`src/rtl/alu_batch_seq.sv`:
```
// Batch sequencer: walks an opcode list in data memory, fetches operand pairs,
// feeds a combinational ALU and writes each result back to a destination region.
// Stops on an all-ones opcode word or after MAX_OPS operations.
module alu_batch_seq #(
  parameter int DW       = 32,
  parameter int AW       = 8,
  parameter int OPW      = 5,
  parameter int OP_BASE  = 0,
  parameter int A_BASE   = 64,
  parameter int B_BASE   = 128,
  parameter int DST_BASE = 192,
  parameter int MAX_OPS  = 64
) (
  input  logic           clk,
  input  logic           rst,
  input  logic           start,
  output logic           mem_en,
  output logic           mem_we,
  output logic [AW-1:0]  mem_addr,
  output logic [DW-1:0]  mem_wdata,
  input  logic [DW-1:0]  mem_rdata,
  output logic [OPW-1:0] alu_op,
  output logic [DW-1:0]  alu_a,
  output logic [DW-1:0]  alu_b,
  input  logic [DW-1:0]  alu_y,
  output logic           busy,
  output logic           done,
  output logic [AW:0]    op_count,
  output logic           limit_hit
);

  typedef enum logic [2:0] {
    IDLE, RD_OP, CHK, LD_A, LD_B, WR, DONE
  } state_t;

  localparam logic [AW-1:0] OP_B   = AW'(OP_BASE);
  localparam logic [AW-1:0] A_B    = AW'(A_BASE);
  localparam logic [AW-1:0] B_B    = AW'(B_BASE);
  localparam logic [AW-1:0] DST_B  = AW'(DST_BASE);
  localparam logic [AW:0]   MAX_IX = (AW+1)'(MAX_OPS);

  state_t        state;
  logic [AW:0]   idx;
  logic [AW:0]   idx_nxt;
  logic [AW-1:0] ofs;
  logic          sentinel;

  assign idx_nxt  = idx + (AW+1)'(1);
  assign ofs      = idx[AW-1:0];
  assign sentinel = (mem_rdata == '1);

  // Sequencer state, index, counters and registered ALU operands
  always_ff @(posedge clk or posedge rst) begin
    if (rst) begin
      state     <= IDLE;
      idx       <= '0;
      op_count  <= '0;
      limit_hit <= 1'b0;
      alu_op    <= '0;
      alu_a     <= '0;
      alu_b     <= '0;
    end else begin
      case (state)
        IDLE: begin
          if (start) begin
            idx       <= '0;
            op_count  <= '0;
            limit_hit <= 1'b0;
            state     <= RD_OP;
          end
        end
        RD_OP: state <= CHK;
        CHK: begin
          if (sentinel) begin
            state <= DONE;
          end else begin
            alu_op <= mem_rdata[OPW-1:0];
            state  <= LD_A;
          end
        end
        LD_A: begin
          alu_a <= mem_rdata;
          state <= LD_B;
        end
        LD_B: begin
          alu_b <= mem_rdata;
          state <= WR;
        end
        WR: begin
          idx      <= idx_nxt;
          op_count <= op_count + (AW+1)'(1);
          if (idx_nxt == MAX_IX) begin
            limit_hit <= 1'b1;
            state     <= DONE;
          end else begin
            state <= RD_OP;
          end
        end
        DONE:    state <= IDLE;
        default: state <= IDLE;
      endcase
    end
  end

  // Memory strobes decoded from state and idx; the operand-A read in CHK is
  // suppressed when the fetched opcode is the sentinel
  always_comb begin
    mem_en    = 1'b0;
    mem_we    = 1'b0;
    mem_addr  = '0;
    mem_wdata = '0;
    case (state)
      RD_OP: begin
        mem_en   = 1'b1;
        mem_addr = OP_B + ofs;
      end
      CHK: begin
        if (!sentinel) begin
          mem_en   = 1'b1;
          mem_addr = A_B + ofs;
        end
      end
      LD_A: begin
        mem_en   = 1'b1;
        mem_addr = B_B + ofs;
      end
      WR: begin
        mem_en    = 1'b1;
        mem_we    = 1'b1;
        mem_addr  = DST_B + ofs;
        mem_wdata = alu_y;
      end
      default: ;
    endcase
  end

  // Status flags
  always_comb begin
    busy = (state == RD_OP) || (state == CHK) || (state == LD_A) ||
           (state == LD_B)  || (state == WR);
    done = (state == DONE);
  end

endmodule

```
`config.mk`:
```
export PLATFORM = sky130hd
export DESIGN_NAME = alu_batch_seq
export DESIGN_NICKNAME = d
export VERILOG_FILES = /design/src/rtl/alu_batch_seq.sv
export SDC_FILE = /design/constraint.sdc
export NUM_CORES = 1
export LEC_CHECK = 0
export CELL_PAD_IN_SITES_DETAIL_PLACEMENT = 0
export CELL_PAD_IN_SITES_GLOBAL_PLACEMENT = 2
export CORE_MARGIN = 2
export CORE_UTILIZATION = 27
export CTS_CLUSTER_DIAMETER = 100
export CTS_CLUSTER_SIZE = 10
export DETAILED_ROUTE_END_ITERATION = 10
export GPL_TIMING_DRIVEN = 0
export PLACE_DENSITY_LB_ADDON = 0.1
export REMOVE_ABC_BUFFERS = 1
export SLEW_MARGIN = 30
export SYNTH_ARGS = -nofsm -noshare
export SYNTH_HDL_FRONTEND = slang
export SYNTH_SLANG_ARGS = --single-unit
export TNS_END_PERCENT = 50
```
`constraint.sdc`:
```
create_clock -name clk -period 8.5 [get_ports clk]
set_input_delay 1.7 -clock clk [delete_from_list [all_inputs] [get_ports clk]]
set_output_delay 1.7 -clock clk [all_outputs]
set_load 0.02 [all_outputs]
```
==> impl_metrics.json <==
{
  "status": "completed",
  "tritoncts": "done",
  "hp-class": "reg -> reg",
  "power_frac_comb_pct": 20.4,
  "netlist_area_um2": 4280,
  "root_buffer": "clkbuf_16",
  "die_w_um": 130,
  "nets": 616,
  "switching_share_pct": 28.5,
  "grt_overflow": 0,
  "worst_pin_slew_ns": 0.721,
  "synth_cell_types": 47,
  "drv_slew": 0,
  "grt_max_degree": 56,
  "seqPwrFrac_pct": 43.9,
  "postCtsHoldBufs": 0,
  "hold_path_depth": 1,
  "ys.flop_type": "dfrtp_1",
  "clock_skew_ns": 0.00651,
  "critical_path_arrival_ns": 4.41,
  "finalCritPeriodShare_pct": 71.9,
  "ctsResizeCount": 0,
  "synthToLayoutAreaGrowth_pct": 56.0,
  "cts.htree.levels": 3,
  "dieHeight_um": 130,
  "drc_errors": 0,
  "antenna_found_initial": 0,
  "cp_data_required_time_ns": 6.80,
  "ys_seq_area_share_pct": 53.2,
  "nFillCells": 1525,
  "r2r_cells": 6,
  "maxCapViolCount": 0,
  "dr.pass1.iters": 4,
  "criticalPathCategory": "in -> out",
  "synth_area_per_cell_um2": 11.9,
  "cts_setup_buffers": 0,
  "insertedDiodeCount": 0,
  "leakage_nw": 2.63,
  "power_density_nw_per_um2": 172,
  "ys_async_sr_fraction_pct": 100,
  "drt-wirelength-per-cell_um": 16.2,
  "rsz0062_at_grt": "no",
  "gp_congestion": 0.720,
  "rows": 46,
  "dpl_cell_area_um2": 6380,
  "cp-end-kind": "output port",
  "start_kind": "input port",
  "drt-initial-drc-count": 150,
  "syn_inst": 361,
  "avgViaCountPerCell": 4.54,
  "ioPinCount": 190,
  "p_total_mw": 1.15,
  "yosys_register_bits": 91,
  "reg2reg_slack_ns": 6.00,
  "ys_warn_count": 0,
  "layout-drive-gt1-share_pct": 18.0,
  "numCtsBuffers": 9,
  "core_um2": 15700,
  "wl_um": 12400,
  "grt_usage_pct": 14.7,
  "grt_first_pass_wirelength_um": 19100,
  "final-setup-viol-count": 0,
  "clk_pin_slew_worst_paths_ns": 0.06,
  "portBuffers": 189,
  "dp_hpwl_um": 9150,
  "maxSlewHeadroom_pct": 51.5,
  "ir_worst_vdd_mv": 0.0878,
  "insertion_delay_ns": 0.35,
  "fin_tns_setup_ns": 0,
  "clockBufferDepth": 2,
  "clockPowerShare_pct": 35.7,
  "design_area_um2": 6680,
  "postRouteAntennaNets": 0,
  "max_clock_freq_mhz": 164,
  "internal_power_uw": 820,
  "dieArea_um2": 16900,
  "power_switching_uw": 326,
  "path_max_fanout": 7,
  "start_util_pct": 27.3,
  "num_vias": 3475,
  "finalCriticalPeriod_ns": 6.11,
  "hold_violations": 0,
  "cts.sinks": 91,
  "synth-edff-count": 0,
  "grt_pass1_vias": 3398
}
[sequential cells by signal, indices dropped and copies added, names as in the netlist]
signal and count:
alu_b 32, op_count 9, state 3, limit_hit 1, alu_op 5, alu_a 32, idx 9
[stage by stage]
step	setup slack, ns	util [%]	std cells	hold slack (ns)
final	2.39	42.5	766	0.487
after global routing	2.15	42.5	766	0.504
after CTS	2.32	42.5	766	0.488
after detailed placement	2.31	40.6	750	0.475
after global placement	2.37	40.1	747	0.479
after floorplan	4.01	-	342	0.532
[worst max-delay path, cell delays in order]
cell and delay [ns]:
clkdlybuf4s50_1 0.56, nand4_1 0.11, nor4_1 0.65, a21oi_1 0.16
o21ai_1 0.56, inv_1 0.10, clkdlybuf4s50_1 0.57
[power by group through the flow]
| stage | Clock (mW) | Sequential (mW) | Combinational (mW) |
|---|---|---|---|
| finish | 0.409 | 0.504 | 0.234 |
| global route | 0.443 | 0.510 | 0.253 |
| CTS | 0.425 | 0.503 | 0.238 |
| detailed placement | 0 | 0.512 | 0.237 |
| global placement | 0 | 0.511 | 0.233 |
| floorplan | 0 | 0.534 | 0.0732 |
[cell usage in the layout, fill, tap and decap left out, drive strengths merged, types with 4 or more instances in the layout]
| master | instances |
|---|---|
| nor4 | 4 |
| mux2 | 69 |
| nand4 | 13 |
| clkdlybuf4s50 | 189 |
| clkbuf | 10 |
| ha | 4 |
| a21oi | 6 |
| nor3 | 4 |
| nand3 | 9 |
| o21ai | 22 |
| nor2 | 12 |
| and2 | 33 |
| inv | 15 |
| dfrtp | 91 |
| nand2 | 27 |
| a31oi | 4 |
[cells by family (layout without fill, tap and decap cells)]
family                   after synthesis  in the layout  synth area share (%)
flip-flops                            91             91                  53.2
buffers and inverters                 31            220                  4.41
AO/OA/AOI/OAI                         50             50                  7.65
adder cells (fa/ha/maj)                4              4                  1.17
multiplexers                          69             69                  18.1
AND/OR/NAND/NOR                      111            111                  14.5
XOR/XNOR                               5              5                  1.02
[cell usage after synthesis (all sizes together) (2+ instances only)]
library cell,instances,share of area [%]
nor4,4,0.58
and2,33,4.8
a21oi,6,0.70
xor2,2,0.41
dfrtp,91,53
xnor2,3,0.61
and3,2,0.29
inv,12,1.1
clkbuf,8,1.4
o41ai,3,0.61
nor2,12,1.1
nor3,4,0.58
nand3,9,1.1
nand4,13,2.0
buf,11,2.0
o22ai,2,0.29
o31ai,3,0.53
nand2,27,2.4
mux2,69,18
o21ai,22,2.6
o211ai,2,0.35
a31oi,4,0.58
ha,4,1.2
[area by class of cell]
cell class / instances / area, um^2 / share of cell area [%]
Tap cell: 216 / 270 / 4.04
Inverter: 12 / 50.0 / 0.749
Clock inverter: 6 / 71.3 / 1.07
Timing Repair Buffer: 192 / 1950 / 29.2
Clock buffer: 10 / 229 / 3.43
Sequential cell: 91 / 2280 / 34.1
Multi-Input combinational cell: 239 / 1840 / 27.5
[metal layers]
layer / up-vias / routed length (um) / GRT usage [%]
li1: 1653 / - / -
met1: 1730 / 5140 / 18.5
met2: 85 / 6180 / 23.5
met3: 7 / 952 / 6.44
met4: 0 / 95 / 3.16
met5: - / 0 / 0
[worst paths after layout]
check,startpoint,endpoint
worst max-delay path,mem_rdata[4],mem_en
worst min-delay path,op_count[8],op_count[8]
worst max register to register,state[0],op_count[8]
worst min register to register,op_count[8],op_count[8]
max in group asynchronous,rst,alu_op[3]
min in group asynchronous,rst,alu_b[0]
(Power assumes the default switching activity.)
